`config.mk`:
```
export PLATFORM = sky130hd
export DESIGN_NAME = dac_spi_tx
export DESIGN_NICKNAME = d
export VERILOG_FILES = /design/src/rtl/dac_spi_tx.sv
export SDC_FILE = /design/constraint.sdc
export NUM_CORES = 1
export LEC_CHECK = 0
export BUFFER_PORTS_ARGS = -buffer_cell sky130_fd_sc_hd__buf_2
export CAP_MARGIN = 5
export CORE_ASPECT_RATIO = 1.1
export CORE_MARGIN = 4
export CORE_UTILIZATION = 45
export CTS_CLUSTER_SIZE = 8
export DETAILED_ROUTE_END_ITERATION = 12
export MAX_ROUTING_LAYER = met4
export PLACE_DENSITY = 0.74
export SYNTH_ARGS = -nofsm -noshare
export SYNTH_HDL_FRONTEND = slang
export SYNTH_SLANG_ARGS = --single-unit
```
`constraint.sdc`:
```
create_clock -name clk -period 2.5 [get_ports clk]
set_clock_uncertainty 0.2 [all_clocks]
set_input_delay 0.25 -clock clk [delete_from_list [all_inputs] [get_ports clk]]
set_output_delay 0.25 -clock clk [all_outputs]
set_load 0.02 [all_outputs]
```
`src/rtl/dac_spi_tx.sv`:
```
// dac_spi_tx: sample FIFO feeding a 16-bit SYNC/SCLK/DIN serial DAC framer (MSB first); in_ready = !full.
// Define DAC_SPI_TX_SIGNED_IN_EN to accept two's-complement samples (MSB flipped to offset binary on load).
module dac_spi_tx #(
  parameter int DATA_W     = 16,
  parameter int CLK_DIV    = 4,
  parameter int FIFO_DEPTH = 4,
  parameter int GAP_CYC    = 2
) (
  input  logic                          clk,
  input  logic                          rst,
  input  logic                          ena,
  input  logic                          in_valid,
  input  logic [DATA_W-1:0]             in_data,
  output logic                          in_ready,
  output logic [$clog2(FIFO_DEPTH):0]   fifo_level,
  output logic                          sclk,
  output logic                          sync_n,
  output logic                          sdata,
  output logic                          busy,
  output logic                          underrun
);

  localparam int PTR_W = $clog2(FIFO_DEPTH);
  localparam int LVL_W = PTR_W + 1;
  localparam int DIV_W = $clog2(CLK_DIV) + 1;
  localparam int BIT_W = $clog2(DATA_W) + 1;
  localparam int GAP_W = $clog2(GAP_CYC) + 1;

  typedef enum logic [1:0] {
    ST_IDLE,
    ST_LOAD,
    ST_SHIFT,
    ST_GAP
  } state_e;

  logic [DATA_W-1:0] mem_q [FIFO_DEPTH];
  logic [PTR_W-1:0]  wr_ptr_q;
  logic [PTR_W-1:0]  rd_ptr_q;
  logic [LVL_W-1:0]  level_q;
  logic [LVL_W-1:0]  level_d;
  logic              fifo_wr;
  logic              fifo_rd;
  logic              fifo_empty;
  logic              fifo_full;
  logic [DATA_W-1:0] head;

  state_e            state_q;
  logic [DATA_W-2:0] shreg_q;
  logic [DIV_W-1:0]  div_q;
  logic [BIT_W-1:0]  bit_q;
  logic [GAP_W-1:0]  gap_q;
  logic              sclk_q;
  logic              sync_n_q;
  logic              sdata_q;
  logic              underrun_q;

  assign fifo_empty = (level_q == '0);
  assign fifo_full  = (level_q == LVL_W'(FIFO_DEPTH));
  assign fifo_wr    = in_valid && !fifo_full;
  assign fifo_rd    = (state_q == ST_LOAD) && !fifo_empty;

`ifdef DAC_SPI_TX_SIGNED_IN_EN
  assign head = mem_q[rd_ptr_q] ^ {1'b1, {(DATA_W-1){1'b0}}};
`else
  assign head = mem_q[rd_ptr_q];
`endif

  always_comb begin
    level_d = level_q;
    case ({fifo_wr, fifo_rd})
      2'b10:   level_d = level_q + 1'b1;
      2'b01:   level_d = level_q - 1'b1;
      default: level_d = level_q;
    endcase
  end

  always_ff @(posedge clk) begin
    if (fifo_wr) begin
      mem_q[wr_ptr_q] <= in_data;
    end
  end

  always_ff @(posedge clk) begin
    if (rst) begin
      wr_ptr_q <= '0;
      rd_ptr_q <= '0;
      level_q  <= '0;
    end else begin
      if (fifo_wr) wr_ptr_q <= wr_ptr_q + 1'b1;
      if (fifo_rd) rd_ptr_q <= rd_ptr_q + 1'b1;
      level_q <= level_d;
    end
  end

  // sync_n and the MSB are registered on the edge entering LOAD; the pop into shreg happens on leaving it.
  always_ff @(posedge clk) begin
    if (rst) begin
      state_q    <= ST_IDLE;
      shreg_q    <= '0;
      div_q      <= '0;
      bit_q      <= '0;
      gap_q      <= '0;
      sclk_q     <= 1'b1;
      sync_n_q   <= 1'b1;
      sdata_q    <= 1'b0;
      underrun_q <= 1'b0;
    end else begin
      case (state_q)
        ST_IDLE: begin
          if (ena && !fifo_empty) begin
            state_q  <= ST_LOAD;
            sync_n_q <= 1'b0;
            sclk_q   <= 1'b1;
            sdata_q  <= head[DATA_W-1];
          end
        end
        ST_LOAD: begin
          shreg_q <= head[DATA_W-2:0];
          div_q   <= '0;
          bit_q   <= '0;
          state_q <= ST_SHIFT;
        end
        ST_SHIFT: begin
          if (div_q == DIV_W'(CLK_DIV - 1)) begin
            div_q <= '0;
            if (sclk_q) begin
              sclk_q <= 1'b0;
              bit_q  <= bit_q + 1'b1;
            end else begin
              sclk_q <= 1'b1;
              if (bit_q == BIT_W'(DATA_W)) begin
                sync_n_q <= 1'b1;
                sdata_q  <= 1'b0;
                gap_q    <= '0;
                state_q  <= ST_GAP;
              end else begin
                sdata_q <= shreg_q[DATA_W-2];
                shreg_q <= shreg_q << 1;
              end
            end
          end else begin
            div_q <= div_q + 1'b1;
          end
        end
        ST_GAP: begin
          if (gap_q == GAP_W'(GAP_CYC)) begin
            if (ena && !fifo_empty) begin
              state_q  <= ST_LOAD;
              sync_n_q <= 1'b0;
              sdata_q  <= head[DATA_W-1];
            end else begin
              underrun_q <= underrun_q | ena;
              state_q    <= ST_IDLE;
            end
          end else begin
            gap_q <= gap_q + 1'b1;
          end
        end
        default: state_q <= ST_IDLE;
      endcase
    end
  end

  assign in_ready   = !fifo_full;
  assign fifo_level = level_q;
  assign sclk       = sclk_q;
  assign sync_n     = sync_n_q;
  assign sdata      = sdata_q;
  assign busy       = (state_q != ST_IDLE);
  assign underrun   = underrun_q;

endmodule

```
==> results.yml, run 1 <==
routing:
  wl_per_cell_um: 15.5
  drt-vias-per-instance: 5.41
  wl_um: 8110
  route.vias.total: 2826
  drtIter0Drc: 113
  antenna_left: 0
  drc: 0
  dr.pass1.iters: 4
hold_path:
  hold_start: "in_valid"
  hp-class: "in -> reg"
floorplan:
  core-area_um2: 9490
  fp-row-count: 37
  dieArea_um2: 11500
  die_w_um: 103
  ios: 29
  die_h_um: 112
  start_util: 0.466
finish:
  seq_area_um2: 2730
  num-fill-cells: 797
  insertedDiodeCount: 0
  multi_input_area_um2: 1570
  fin_util: 0.541
  drive_above_1_share: 0.185
  layoutNonFillerInstCount: 522
  fin_area_um2: 5140
  area_delta_synth_final_pct: 16.1
  final_nets: 436
synthesis:
  synthXorXnorAreaFrac: 0.0158
  synth-edff-count: 64
  synthArstFlopShare: 0
  synth-compound-area-share: 0.105
  syn_avg_cell_area_um2: 12.8
  yosys.area_share.adder: 0.0469
  synthCells: 346
  syn_nets: 382
  synth_top_family_by_area: "simple AND/OR/NAND/NOR gates"
  synth_area_um2: 4420
  synth-seq-cells: 104
  synth-seq-area-share: 0.615
  synth_warnings: 0
  synth.area.mux_share: 0.0752
  yosys.cell_types.count: 48
  ys.flop_type: "edfxtp_1"
  synthSimpleGateAreaFrac: 0.109
power_and_ir_drop:
  power_density_nw_per_um2: 834
  irDropWorstVdd_mv: 0.432
  p_leak_uw: 0.00176
sta:
  post-route-period-util: 0.961
  max_freq_mhz: 416
  slew_violations: 0
  finalSetupTns_ns: 0
  period_needed_ns: 2.40
  worst_pin_slew_ns: 0.768
  finalSetupViolCount: 0
  layout_setup_ws_ns: 0.0963
  max_slew_margin: 0.488
  finalHoldViolations: 0
  rsz0062_at_grt: "false"
critical_path:
  cpPeakStageDelay_ns: 0.38
  r2r-start: "fifo_level[2]"
  crit_type: "reg -> reg"
  cp-start-kind: "flop"
  path_cells: "or3b_4 > and2_4 > inv_1 > ha_2 > inv_1 > fa_2 > xor2_1 > or3_1 > a21oi_1"
  end_kind: "flop"
  timing.critical_path.from: "fifo_level[2]"
  required_ns: 2.58
  critPathSlowestCell: "or3b_4"
  cp.arrival_ns: 2.48
  worstPathMaxFanout: 3
  cpMostUsedCell: "inv_1"
place:
  gp_congestion: 0.841
  dp_hpwl_um: 5130
  port_buffers: 28
  dp_slack_ns: 0.0162
  dp_cells: 488
  dpl_cell_area_um2: 4770
clocking:
  htreeDepth: 3
  cts_buffers: 9
  clk_latency_ns: 0.36
  clkTransAtPathRegs_ns: 0.10
  root_buffer: "clkbuf_8"
  ctsLongestPathBuffers: 2
  cts_tree: "yes"
  cts.sink_count: 104
global_route:
  use_met2: 0.249
  grt_use_met3: 0.0282
  antenna_found_initial: 0
  grt_max_degree: 41
  grt.busiest_layer: "met2"
  grt_pass1_vias: 2774
  grt_pass1_wl_um: 13500
  overflow: 0
  track_usage: 0.154
  grtUsageMet1: 0.192
job:
  drv_cap: 0
status:
  status: "completed"
-- layout make-up --
cell class                      count  share of cell area
Clock buffer                       10              0.0248
Timing Repair Buffer               60              0.0896
Tap cell                          117              0.0285
Sequential cell                   104               0.531
Clock inverter                      6              0.0105
Multi-Input combinational cell    212               0.306
Inverter                           13             0.00950
-- Yosys cell counts, types with 2 or more instances --
| master | n | share of area |
|---|---|---|
| ha_1 | 15 | 0.042 |
| inv_1 | 13 | 0.011 |
| nand2_1 | 3 | 0.0025 |
| and4bb_2 | 2 | 0.0057 |
| a21oi_1 | 18 | 0.020 |
| nand4_1 | 3 | 0.0042 |
| buf_2 | 9 | 0.010 |
| dfxtp_1 | 40 | 0.18 |
| a211oi_1 | 14 | 0.024 |
| buf_6 | 2 | 0.0051 |
| nor2_1 | 29 | 0.025 |
| mux2i_1 | 31 | 0.070 |
| edfxtp_1 | 64 | 0.43 |
| a21o_1 | 2 | 0.0034 |
| clkbuf_1 | 5 | 0.0042 |
| and2_1 | 4 | 0.0057 |
| or3b_1 | 2 | 0.0040 |
| and3_1 | 4 | 0.0057 |
| xnor2_1 | 5 | 0.0099 |
| xor2_1 | 3 | 0.0059 |
| o31ai_1 | 2 | 0.0034 |
| o21ai_0 | 5 | 0.0057 |
| nand3_1 | 6 | 0.0068 |
| or3_1 | 2 | 0.0028 |
| a31oi_1 | 2 | 0.0028 |
| nor2b_1 | 3 | 0.0042 |
| nand2b_1 | 4 | 0.0057 |
| o22ai_1 | 15 | 0.021 |
| a21boi_0 | 2 | 0.0034 |
| nor3_1 | 19 | 0.021 |
-- timing repair --
action	CTS	global route
pin swaps	0	1
buffers inserted	1	0
gates cloned	0	0
gates resized for setup	1	2
hold endpoints to repair	65	0
setup endpoints to repair	1	1
hold buffers	17	0
-- state kept, by name, indices dropped and copies added (netlist names), 2 cells and up, named ones only --
signal / flops
bit_q: 5
div_q: 3
fifo_level: 3
gap_q: 2
mem_q: 64
rd_ptr_q: 2
shreg_q: 15
state_q: 2
wr_ptr_q: 2
-- kinds of logic (layout without fill, tap and decap cells) --
family	after synthesis	in the layout
AOI/OAI and AO/OA	69	69
xor gates and xnor gates	8	8
adders and majority gates	16	16
buffers and inverters	30	89
DFF	104	104
muxes	32	32
and+or+nand+nor	87	87
-- layer usage --
layer  vias up  share of wire  wire [µm]
li1       1397              -          -
met1      1383           0.45       3620
met2        35           0.51       4160
met3        11          0.025        199
met4         0          0.015        124
met5         -              0          0
-- through the flow --
stage          total power [µW]  hold WS [ns]
2_1_floorplan              2970         0.149
3_3_place_gp               3310         0.245
3_5_place_dp               3340         0.266
4_1_cts                    4310        0.0816
5_1_grt                    4550         0.127
6_report                   4280         0.101
-- critical path, delay by kind of cell, from the launching register on --
family,cells,cell delay [ns]
AOI/OAI and AO/OA,1,0.13
xor gates and xnor gates,1,0.15
buffers and inverters,2,0.12
and+or+nand+nor,3,0.86
DFF,1,0.35
adders and majority gates,2,0.51
-- placed cells by master (no fill, tap or decap), types with 14 or more instances in the layout --
cell / count
edfxtp_1: 64
dfxtp_1: 37
nor2_1: 29
a21oi_1: 18
mux2i_1: 31
nor3_1: 19
dlygate4sd3_1: 17
a211oi_1: 14
buf_2: 28
o22ai_1: 15
-- final timing paths --
path | end | slack [ns] | depth (start not counted)
setup reg to reg | fifo_level[2] | 0.1 | 9
setup / recovery | fifo_level[2] | 0.1 | 9
hold reg to reg | div_q[1] | 0.28 | 2
hold / removal | wr_ptr_q[1] | 0.10 | 4
-- report_power, final --
part | internal (µW) | switching [µW] | total (µW)
clock | 378 | 575 | 953
sequential | 2040 | 100 | 2140
combinational | 492 | 696 | 1190
Power figures use the tool's default switching activity.
==> run 2, diff against run 1 <==
CORE_ASPECT_RATIO = 2   (was 1.1)
==> results.yml, run 2 (synthesis results as in run 1) <==
sta:
  finalSetupViolCount: 0
  finalSetupTns_ns: 0
  period_needed_ns: 2.44
  max_freq_mhz: 410
  max_slew_margin: 0.502
  post-route-period-util: 0.975
  finalHoldViolations: 0
  slew_violations: 0
  worst_pin_slew_ns: 0.747
routing:
  wl_per_cell_um: 15.6
  antenna_left: 0
  dr.pass1.iters: 4
  wl_um: 8360
  drc: 0
  drtIter0Drc: 109
  drt-vias-per-instance: 5.29
  route.vias.total: 2828
clocking:
  cts_tree: "yes"
  ctsLongestPathBuffers: 2
  cts_buffers: 9
  cts.sink_count: 104
  clk_latency_ns: 0.34
  clkTransAtPathRegs_ns: 0.07
  htreeDepth: 3
  root_buffer: "clkbuf_16"
floorplan:
  core-area_um2: 9700
  dieArea_um2: 11600
  die_w_um: 78.1
  fp-row-count: 51
  start_util: 0.456
  die_h_um: 148
  ios: 29
finish:
  fin_util: 0.541
  largest_registers: "mem_q x64, shreg_q x15, bit_q x5"
  insertedDiodeCount: 0
  area_delta_synth_final_pct: 18.6
  largest_reg_flops: 64
  largest-register: "mem_q"
  drive_above_1_share: 0.194
  fin_area_um2: 5250
  final_cell_mix: "edfxtp_1 (64), dfxtp_1 (37), mux2i_1 (31)"
  final_nets: 434
  layout_commonest_cell: "edfxtp_1"
global_route:
  grt_max_degree: 41
  grt_pass1_wl_um: 14100
  overflow: 0
  antenna_found_initial: 0
  track_usage: 0.160
  grt_pass1_vias: 2987
hold_path:
  hp-class: "in -> reg"
  hold_depth: 3
power_and_ir_drop:
  switching_share: 0.302
  power_frac_comb: 0.252
  power.switching_uw: 1430
  irDropWorstVdd_mv: 0.499
  power_density_nw_per_um2: 904
  p_leak_uw: 0.00180
  clockPowerShare: 0.297
  seq_power_share: 0.451
  power.internal_uw: 3310
place:
  dpl_cell_area_um2: 4740
  gp_congestion: 0.881
  dp_hpwl_um: 5750
  port_buffers: 28
critical_path:
  end_kind: "flop"
  required_ns: 2.56
  worstPathMaxFanout: 3
  cp-start-kind: "flop"
  reg2reg_depth: 9
  cp.arrival_ns: 2.50
  endpoint: "fifo_level[2]"
  r2r-start: "fifo_level[2]"
  r2r_end: "fifo_level[2]"
  rrSetupSlack_ns: 0.06
  timing.critical_path.from: "fifo_level[2]"
  crit_type: "reg -> reg"
job:
  drv_cap: 0
status:
  status: "completed"
[run 2: cell count changes in the layout (fill, tap and decap cells not counted), sizes merged]
cell | previous run | this run
clkinvlp | 1 | 0
buf | 43 | 42
bufinv | 0 | 1
dlygate4sd3 | 17 | 16
[run 2: how the worst min path moves through the flow]
stage | startpoint | endpoint | slack, ns
after floorplan | in_data[0] | mem_q[0][0] | 0.15
after global routing | ena | underrun | 0.03
after CTS | ena | underrun | 0.008
final | ena | underrun | 0.01
after global placement | gap_q[0] | gap_q[0] | 0.26
after detailed placement | in_data[8] | mem_q[2][8] | 0.27
[run 2: layout make-up]
type | instances | area (µm²)
repair buffers | 58 | 405
multi-input cells | 212 | 1590
fillers | 852 | 4450
inverters | 13 | 51.3
clock inverters | 6 | 76.3
clock buffers | 10 | 229
flip-flops and latches | 104 | 2730
well taps | 132 | 165
[run 2: stage by stage]
stage	hold WS, ns	instances	power (µW)	setup WS, ns
final	0.0124	535	4740	0.0625
after detailed placement	0.266	502	3320	0.00940
after global routing	0.0294	535	5010	-0.0168
after CTS	0.00822	534	4750	0.00221
after global placement	0.256	502	3290	0.0745
after floorplan	0.149	346	2970	0.00641
[run 2: power by group through the flow]
| stage | logic (µW) | registers [µW] | clock network [µW] |
|---|---|---|---|
| 2_1_floorplan | 760 | 2210 | 0 |
| 3_5_place_dp | 1140 | 2180 | 0 |
| 4_1_cts | 1170 | 2140 | 1430 |
| 5_1_grt | 1340 | 2160 | 1500 |
| 6_report | 1200 | 2140 | 1410 |
| 3_3_place_gp | 1120 | 2170 | 0 |
[run 2: metal layers]
layer,share of wire,global-route usage
met4,0.026,0.0727
met3,0.028,0.0230
met1,0.37,0.161
met2,0.58,0.298
met5,0,-
[run 2: what timing repair did]
item	4_1_cts	5_1_grt
resized for setup	1	8
buffers inserted	0	1
setup endpoints to repair	1	1
pin swaps	1	3
hold endpoints to repair	64	0
hold buffers	16	0
[run 2: worst max-delay path, stage by stage, from the launching register on]
cell,delay [ns]
dfxtp_4,0.35
or3b_4,0.38
and2_4,0.17
inv_4,0.06
ha_4,0.13
inv_1,0.05
fa_2,0.33
xor2_1,0.16
or3_1,0.40
a21oi_2,0.15
==> run 3, diff against run 2 <==
--- a/config.mk
+++ b/config.mk
@@ -6,5 +6,5 @@
 export NUM_CORES = 1
 export LEC_CHECK = 0
-export BUFFER_PORTS_ARGS = -buffer_cell sky130_fd_sc_hd__buf_2
+export BUFFER_PORTS_ARGS = -buffer_cell sky130_fd_sc_hd__buf_4
 export CAP_MARGIN = 5
 export CORE_ASPECT_RATIO = 2
==> constraint.sdc (replaced) <==
create_clock -name clk -period 2.5 [get_ports clk]
set_clock_uncertainty 0.2 [all_clocks]
set_input_delay 0.5 -clock clk [delete_from_list [all_inputs] [get_ports clk]]
set_output_delay 0.5 -clock clk [all_outputs]
set_load 0.02 [all_outputs]
==> results.yml, run 3 (synthesis results as in run 1) <==
sta:
  period_needed_ns: 2.41
  post-route-period-util: 0.964
  holdWs_ns: 0.158
  worst_pin_slew_ns: 0.545
  finalHoldViolations: 0
  slew_violations: 0
  max_slew_margin: 0.633
  rsz0062_at_grt: "true"
  finalSetupViolCount: 0
  max_freq_mhz: 415
hold_path:
  hold_start: "in_data[7]"
  hp-class: "in -> reg"
  hold_depth: 1
  min_to: "mem_q[3][7]"
clocking:
  cts_tree: "yes"
  ctsLongestPathBuffers: 2
  cts.sink_count: 104
  root_buffer: "clkbuf_16"
  cts_buffers: 9
  clk_latency_ns: 0.34
  cts_hold_buf: 0
  htreeDepth: 3
  clkTransAtPathRegs_ns: 0.07
global_route:
  grt_pass1_wl_um: 14400
  antenna_found_initial: 0
  track_usage: 0.164
  grt_max_degree: 41
  overflow: 0
  grt_pass1_vias: 3024
routing:
  antenna_left: 0
  drtIter0Drc: 107
  drt-vias-per-instance: 5.41
  wl_met2_um: 4790
  m1WireLength_um: 3140
  drc: 0
  dr.pass1.iters: 4
  route.vias.total: 2806
  wl_per_cell_um: 16.2
  maxUsedRoutingLayer: "met4"
  met3_length_um: 247
  wl_um: 8390
critical_path:
  worstPathMaxFanout: 4
  crit_type: "reg -> reg"
  reg2reg_depth: 9
  end_kind: "flop"
  required_ns: 2.56
  cp.arrival_ns: 2.48
  cp-start-kind: "flop"
  r2r_end: "fifo_level[2]"
  r2r-start: "fifo_level[2]"
  rrSetupSlack_ns: 0.09
finish:
  largest_registers: "mem_q x64, shreg_q x15, bit_q x5"
  insertedDiodeCount: 0
  area_delta_synth_final_pct: 15.8
  final_nets: 418
  largest_reg_flops: 64
  drive_above_1_share: 0.199
  largest-register: "mem_q"
  layout_commonest_cell: "edfxtp_1"
  final_cell_mix: "edfxtp_1 (64), buf_4 (42), dfxtp_1 (37)"
place:
  port_buffers: 28
  gp_congestion: 0.895
  dp_hpwl_um: 5790
floorplan:
  start_util: 0.456
  die_w_um: 78.1
  dieArea_um2: 11600
  fp-row-count: 51
  core-area_um2: 9700
  ios: 29
  die_h_um: 148
power_and_ir_drop:
  irDropWorstVdd_mv: 0.489
  finalPower_uw: 4630
  p_leak_uw: 0.00173
  power_density_nw_per_um2: 904
job:
  drv_cap: 0
status:
  status: "completed"
-- run 3: changes by cell type in the layout (fill, tap and decap cells not counted), moves of 2 or more --
cell,change
buf_2,-28
clkinv_1,+2
dlygate4sd3_1,-16
clkinv_4,-2
buf_4,+28
-- run 3: power breakdown --
group	switching, µW	leakage [µW]	internal [µW]	total (µW)
clock	602	0.000131	675	1280
sequential	101	0.000915	2040	2140
combinational	719	0.000688	489	1210
-- run 3: worst max path at each step --
stage	startpoint	to	slack (ns)	cells past startpoint
final	fifo_level[2]	fifo_level[2]	0.09	9
after global routing	fifo_level[2]	fifo_level[2]	-0.02	9
after CTS	fifo_level[2]	fifo_level[2]	0.01	9
after detailed placement	fifo_level[2]	fifo_level[2]	0.006	9
after global placement	fifo_level[2]	fifo_level[2]	0.08	9
after floorplan	fifo_level[2]	fifo_level[2]	0.006	9
-- run 3: per-layer routing --
layer / GRT usage / vias up
met3: 0.0248 / 17
li1: - / 1360
met1: 0.170 / 1381
met2: 0.299 / 48
met4: 0.0779 / 0
met5: - / -
-- run 3: layout make-up --
type	instances	area (µm²)
Tap cell	132	165
Multi-Input combinational cell	212	1590
Sequential cell	104	2730
Inverter	13	51.3
Clock buffer	9	225
Clock inverter	7	46.3
Fill cell	854	4580
Timing Repair Buffer	42	315
-- run 3: timing repair --
action                                  4_1_cts  5_1_grt
gates resized for setup                       1        8
endpoints found under the setup margin        1        1
gates cloned                                  0        0
pin swaps                                     1        3
setup buffers                                 0        1
-- run 3: through the flow --
stage / setup WS (ns) / TNS, ns / std cells / area [µm²] / utilization
after floorplan: 0.00641 / 0 / 346 / 4440 / -
final: 0.0888 / 0 / 519 / 5120 / 0.528
after global routing: -0.0162 / -0.0162 / 519 / 5120 / 0.528
after CTS: 0.0100 / 0 / 518 / 5090 / 0.525
after global placement: 0.0791 / 0 / 502 / 4810 / 0.496
after detailed placement: 0.00622 / 0 / 502 / 4810 / 0.496
-- run 3: critical path, cell delays in order, from the launching register on --
cell     delay, ns
dfxtp_4       0.34
or3b_4        0.39
and2_4        0.17
inv_4         0.06
ha_4          0.13
inv_1         0.05
fa_2          0.33
xor2_1        0.15
or3_1         0.38
a21oi_2       0.14
